[src/rtl/value_radix_conv_if.sv]
// Bus between the value counters and the radix converter: request side plus digit/status results.
interface value_radix_conv_if #(
  parameter int IN_W   = 16,
  parameter int DIGITS = 5
);
  logic                  en;
  logic                  newframe;
  logic [IN_W-1:0]       some_value;
  logic                  oct_mode;
  logic [4*DIGITS-1:0]   exit_value;
  logic                  valid;
  logic                  busy;
  logic                  overflow;

  modport master (
    output en, newframe, some_value, oct_mode,
    input  exit_value, valid, busy, overflow
  );

  modport slave (
    input  en, newframe, some_value, oct_mode,
    output exit_value, valid, busy, overflow
  );
endinterface

[src/rtl/value_radix_conv.sv]
// Sequential double-dabble converter: IN_W-bit binary to DIGITS decimal/octal digit nibbles.
// Define VALUE_BLANK_EN to compile in leading-zero blanking (blank glyph 4'hF).
module value_radix_conv #(
  parameter int IN_W   = 16,
  parameter int DIGITS = 5
) (
  input logic               clk,
  input logic               rst,
  value_radix_conv_if.slave bus
);
  localparam int CNT_W = $clog2(IN_W + 1);
  localparam int ACC_W = 4 * DIGITS;

  localparam logic [1:0] ST_IDLE  = 2'd0;
  localparam logic [1:0] ST_SHIFT = 2'd1;
  localparam logic [1:0] ST_DONE  = 2'd2;

  logic [1:0]       state_q, state_d;
  logic [IN_W-1:0]  shift_q, shift_d;
  logic             radix_q, radix_d;
  logic [ACC_W-1:0] acc_q, acc_d;
  logic [CNT_W-1:0] cnt_q, cnt_d;
  logic             ovf_int_q, ovf_int_d;
  logic [ACC_W-1:0] exit_q, exit_d;
  logic             valid_q, valid_d;
  logic             busy_q, busy_d;
  logic             overflow_q, overflow_d;
  logic [ACC_W-1:0] acc_adj;
  logic [ACC_W-1:0] result;
  logic             start;
`ifdef VALUE_BLANK_EN
  logic             lead;
`endif

  // Pre-shift adjust: any digit that would reach the base after doubling gets pushed into a carry.
  always_comb begin
    acc_adj = acc_q;
    for (int i = 0; i < DIGITS; i++) begin
      if (radix_q) begin
        if (acc_q[4*i +: 4] >= 4'd4) acc_adj[4*i +: 4] = acc_q[4*i +: 4] + 4'd4;
      end else begin
        if (acc_q[4*i +: 4] >= 4'd5) acc_adj[4*i +: 4] = acc_q[4*i +: 4] + 4'd3;
      end
    end
  end

  always_comb begin
    result = acc_q;
`ifdef VALUE_BLANK_EN
    lead = 1'b1;
`endif
    if (ovf_int_q) begin
      for (int i = 0; i < DIGITS; i++) begin
        result[4*i +: 4] = radix_q ? 4'd7 : 4'd9;
      end
    end
`ifdef VALUE_BLANK_EN
    else begin
      for (int i = DIGITS - 1; i > 0; i--) begin
        if (lead && (acc_q[4*i +: 4] == 4'd0)) result[4*i +: 4] = 4'hF;
        else lead = 1'b0;
      end
    end
`endif
  end

  // busy_q stays high through the valid cycle, which also blocks a same-cycle restart.
  assign start = bus.en && bus.newframe && (state_q == ST_IDLE) && !busy_q;

  always_comb begin
    state_d    = state_q;
    shift_d    = shift_q;
    radix_d    = radix_q;
    acc_d      = acc_q;
    cnt_d      = cnt_q;
    ovf_int_d  = ovf_int_q;
    exit_d     = exit_q;
    valid_d    = 1'b0;
    busy_d     = busy_q;
    overflow_d = overflow_q;
    case (state_q)
      ST_IDLE: begin
        busy_d = 1'b0;
        if (start) begin
          shift_d   = bus.some_value;
          radix_d   = bus.oct_mode;
          acc_d     = '0;
          ovf_int_d = 1'b0;
          cnt_d     = CNT_W'(IN_W);
          busy_d    = 1'b1;
          state_d   = ST_SHIFT;
        end
      end
      ST_SHIFT: begin
        {acc_d, shift_d} = {acc_adj[ACC_W-2:0], shift_q, 1'b0};
        ovf_int_d        = ovf_int_q | acc_adj[ACC_W-1];
        cnt_d            = cnt_q - CNT_W'(1);
        busy_d           = 1'b1;
        if (cnt_q == CNT_W'(1)) state_d = ST_DONE;
      end
      ST_DONE: begin
        exit_d     = result;
        overflow_d = ovf_int_q;
        valid_d    = 1'b1;
        busy_d     = 1'b1;
        state_d    = ST_IDLE;
      end
      default: begin
        state_d = ST_IDLE;
        busy_d  = 1'b0;
      end
    endcase
  end

  always_ff @(posedge clk) begin
    if (rst) begin
      state_q    <= ST_IDLE;
      shift_q    <= '0;
      radix_q    <= 1'b0;
      acc_q      <= '0;
      cnt_q      <= '0;
      ovf_int_q  <= 1'b0;
      exit_q     <= '0;
      valid_q    <= 1'b0;
      busy_q     <= 1'b0;
      overflow_q <= 1'b0;
    end else begin
      state_q    <= state_d;
      shift_q    <= shift_d;
      radix_q    <= radix_d;
      acc_q      <= acc_d;
      cnt_q      <= cnt_d;
      ovf_int_q  <= ovf_int_d;
      exit_q     <= exit_d;
      valid_q    <= valid_d;
      busy_q     <= busy_d;
      overflow_q <= overflow_d;
    end
  end

  assign bus.exit_value = exit_q;
  assign bus.valid      = valid_q;
  assign bus.busy       = busy_q;
  assign bus.overflow   = overflow_q;
endmodule

[src/flat_wrapper.sv]
// flat-port wrapper written by rule: the top's interface ports become plain ports
module value_radix_conv_flat 
#(
  parameter int IN_W   = 16,
  parameter int DIGITS = 5
)
  (clk, rst, bus_en, bus_newframe, bus_some_value, bus_oct_mode, bus_exit_value, bus_valid, bus_busy, bus_overflow);
  value_radix_conv_if #(.IN_W(IN_W), .DIGITS(DIGITS)) bus_i ();
  input logic clk;
  input logic rst;
  input wire logic [$bits(bus_i.en)-1:0] bus_en;
  input wire logic [$bits(bus_i.newframe)-1:0] bus_newframe;
  input wire logic [$bits(bus_i.some_value)-1:0] bus_some_value;
  input wire logic [$bits(bus_i.oct_mode)-1:0] bus_oct_mode;
  output wire logic [$bits(bus_i.exit_value)-1:0] bus_exit_value;
  output wire logic [$bits(bus_i.valid)-1:0] bus_valid;
  output wire logic [$bits(bus_i.busy)-1:0] bus_busy;
  output wire logic [$bits(bus_i.overflow)-1:0] bus_overflow;
  assign bus_i.en = bus_en;
  assign bus_i.newframe = bus_newframe;
  assign bus_i.some_value = bus_some_value;
  assign bus_i.oct_mode = bus_oct_mode;
  assign bus_exit_value = bus_i.exit_value;
  assign bus_valid = bus_i.valid;
  assign bus_busy = bus_i.busy;
  assign bus_overflow = bus_i.overflow;
  value_radix_conv #(.IN_W(IN_W), .DIGITS(DIGITS)) u_core (.clk(clk), .rst(rst), .bus(bus_i));
endmodule
[config.mk]
export PLATFORM = sky130hd
export DESIGN_NAME = value_radix_conv_flat
export DESIGN_NICKNAME = d
export VERILOG_FILES = /design/src/rtl/value_radix_conv_if.sv /design/src/rtl/value_radix_conv.sv /design/src/flat_wrapper.sv
export SDC_FILE = /design/constraint.sdc
export NUM_CORES = 1
export LEC_CHECK = 0
export BUFFER_PORTS_ARGS = -buffer_cell sky130_fd_sc_hd__buf_2
export CORE_MARGIN = 1
export CORE_UTILIZATION = 55
export DETAILED_ROUTE_END_ITERATION = 16
export MAX_ROUTING_LAYER = met4
export PLACE_DENSITY = 0.79
export SLEW_MARGIN = 20
export SYNTH_ARGS = -nofsm -noshare
export SYNTH_HDL_FRONTEND = slang
export SYNTH_SLANG_ARGS = --single-unit
[constraint.sdc]
create_clock -name clk -period 2 [get_ports clk]
set_input_delay 0.5 -clock clk [delete_from_list [all_inputs] [get_ports clk]]
set_output_delay 0.5 -clock clk [all_outputs]
set_load 0.02 [all_outputs]
==> flow_metrics.tcl <==
set metrics [dict create \
    post-dp-hpwl_um 5300 \
    powerDensity_nw_per_um2 877 \
    slowest_stage "and4b_1" \
    yosys-top-cells-area "dfxtp_1 36%, ha_1 9.0%, nor2_1 4.6%" \
    cts.clk_slew.worst_paths_ps 80 \
    overflow 0 \
    ctsRootBufferMaster "clkbuf_8" \
    syn-num-nets 457 \
    drc 0 \
    grt_start_max_net_pins 43 \
    insertion_delay_ps 350 \
    drive_above_1_share_pct 22.8 \
    cts.htree.levels 3 \
    power.switching_mw 1.17 \
    synth_top_family_by_area "compound AO/OA/AOI/OAI gates" \
    p_total_mw 3.70 \
    hold_slack_ps 370 \
    areaGrowthSynthToFinish_pct 12.0 \
    grt_pass1_wl_um 12900 \
    crit_path_cell_trace "inv_1 > ha_1 > and4b_1 > nor2_4 > a222oi_1 > nor3_1" \
    fp.dieArea_um2 7180 \
    first_pass_iters 7 \
    diodes 0 \
    antenna_found_initial 0 \
    status "finished clean" \
    ys_warn_count 0 \
    leakage_nw 1.60 \
    gp_congestion 0.814 \
    finalMaxSlewViolations 0 \
    max_freq_mhz 549 \
    start_util_pct 58.0 \
    final_cell_area_um2 4220 \
    synth_mux_area_share_pct 4.82 \
    pin_count 44 \
    avgViaCountPerCell 5.68 \
    hold_start "bus_some_value[0]" \
    place_ws_ps 205 \
    rsz0062_at_grt "false" \
    cp_slowest_stage_delay_ps 460 \
    cts.sinks 68 \
    r2r_start "u_core.state_q[0]" \
    post_cts_buffers 0 \
    max_cap_violations 0 \
    fin_nets 495 \
    grt_pass1_vias 2850 \
    power_frac_seq_pct 42.9 \
    cts-resized-gates 0 \
    cts_hold_buf 0 \
    swShare_pct 31.6 \
    dp_cells 513 \
    combPwrFrac_pct 25.7 \
    ir_worst_vdd_mv 0.525 \
    post-route-util_pct 64.9 \
    synthArstFlopShare_pct 0 \
    worst_slack_ps 180 \
    fin_crit_sh_pct 91.0 \
    avgSynthCellArea_um2 9.21 \
    relSlewSlack_pct 45.9 \
    synth_edf_count 0 \
    placed_area_um2 4010 \
    synthXorXnorAreaFrac_pct 3.26 \
    crit_type "reg2reg" \
    ant_nets 0 \
    wirelength_um 7520 \
    ys_ff_latch 68 \
    crit_start "u_core.state_q[0]" \
    wire_per_inst_um 14.2 \
    drt_iter0_drc 172 \
    fin_crit_ps 1820 \
    via_count 3004 \
    final_cell_count_no_fill 529 \
    p_clk_share_pct 31.4 \
    clk_path_buf_depth 2 \
    max_slew.worst_pin.slew_ps 810 \
    numPortBuffers 43 \
    synth-seq-area-share_pct 36.2 \
    synth_area_um2 3760 \
    fin_setup_tns_ps 0 \
    cp_max_fo 9 \
    hp-class "in2reg" \
    grt_use_total_pct 23.3 \
    cts-buffers-inserted 9 \
    hold_viol 0 \
    synth_ff_type "dfxtp_1" \
    finClkSkew_ps 10.0 \
    worstSetupStartpointType "flip-flop" \
    finalSetupViolations 0 \
    end_kind "flip-flop" \
    yosys.area.top_type "dfxtp_1" \
    synth_compound_area_share_pct 23.5 \
    synth_fa_ha_area_share_pct 8.97 \
    netlist_instances 409 \
    cp.arrival_ps 2050 \
    rows 29 \
    yosysUniqueCellTypes 49 \
    yosys.area_share.simple_pct 16.1 \
    die_w_um 84.7 \
    p_int_mw 2.53 \
    die_h_um 84.7 \
    yosysTopAreaCellShare_pct 36.2 \
    required_ps 2230 \
    cts_tree "yes" \
    core_um2 6490 \
]
registers in the layout (all words and copies together) (netlist names):
| register | cells |
|---|---|
| u_core.radix_q | 1 |
| u_core.ovf_int_q | 1 |
| u_core.bus.exit_value | 20 |
| u_core.bus.valid | 1 |
| u_core.bus.busy | 1 |
| u_core.acc_q | 20 |
| u_core.bus.overflow | 1 |
| u_core.state_q | 2 |
| u_core.shift_q | 16 |
| u_core.cnt_q | 5 |
metal layers:
layer  GRT usage, %  up-vias  wire, um
met4           10.6        0       153
li1               -     1511         -
met2           39.5       62      3610
met1           27.4     1419      3490
met5              -        -         0
met3           3.24       12       267
layout by cell type, fill, tap and decap left out, types with 2 or more instances in the layout:
master	n
o21a_1	5
xnor2_1	12
ha_1	27
inv_1	33
clkbuf_8	11
o21ai_1	2
nor3_1	6
dfxtp_1	68
xor2_1	2
o211ai_1	14
o21ai_2	2
nor4b_1	4
a211oi_1	9
buf_4	8
nor2_4	2
a21oi_1	15
o21bai_1	5
nand2b_1	25
o21ai_0	10
mux2i_1	17
clkinv_2	2
a211oi_2	13
a311oi_1	10
a211o_1	3
a32o_1	3
a22oi_1	2
buf_2	43
nand2_1	17
a22o_2	10
nor2_1	46
nor2b_1	6
cells in the mapped netlist (2+ instances only):
cell type	n
buf_6	3
a211oi_1	9
o21bai_1	5
nor3_1	6
buf_1	3
nand2b_1	25
nor4b_1	4
a311oi_1	10
clkbuf_1	10
xnor2_1	12
ha_1	27
o21a_1	5
inv_1	33
xor2_1	2
mux2i_1	17
o21ai_1	2
o211ai_1	14
a211oi_2	13
buf_4	2
a211o_1	3
nor2b_1	6
a22oi_1	2
nor2_1	46
buf_2	6
nor2_4	2
o21ai_0	10
a21oi_1	15
nand2_1	17
o21ai_2	2
a22o_2	10
dfxtp_1	68
a32o_1	3
worst max-delay path: cells and delay by family (launching register included):
family	cells	cell delay (ps)
simple gates	3	660
fa+ha+maj	1	360
flops	1	340
compound gates	1	230
buf+inv	1	110
cell families after synthesis:
| logic type | Yosys count |
|---|---|
| simple gates | 114 |
| flops | 68 |
| buf+inv | 59 |
| fa+ha+maj | 27 |
| compound gates | 109 |
| xor+xnor | 14 |
| mux | 18 |
final cells by class:
class | count | area [um^2]
inverters | 34 | 128
flip-flops and latches | 68 | 1360
clock buffers | 12 | 155
fillers | 521 | 2280
clock inverters | 4 | 47.5
repair buffers | 52 | 295
multi-input cells | 282 | 2130
well taps | 77 | 96.3
final timing paths:
kind	end	slack, ps	cells past startpoint
setup / recovery	u_core.acc_q[4]	180	6
hold reg to reg	u_core.bus.exit_value[15]	470	2
hold / removal	u_core.shift_q[0]	370	3
setup reg to reg	u_core.acc_q[4]	180	6
power by group through the flow:
stage / combinational (mW) / sequential, mW / clock (mW)
after CTS: 0.954 / 1.59 / 1.17
after floorplan: 0.780 / 1.61 / 0
after detailed placement: 0.949 / 1.62 / 0
after global routing: 1.05 / 1.61 / 1.22
final: 0.951 / 1.59 / 1.16
after global placement: 0.912 / 1.61 / 0
(Power assumes the default switching activity.)
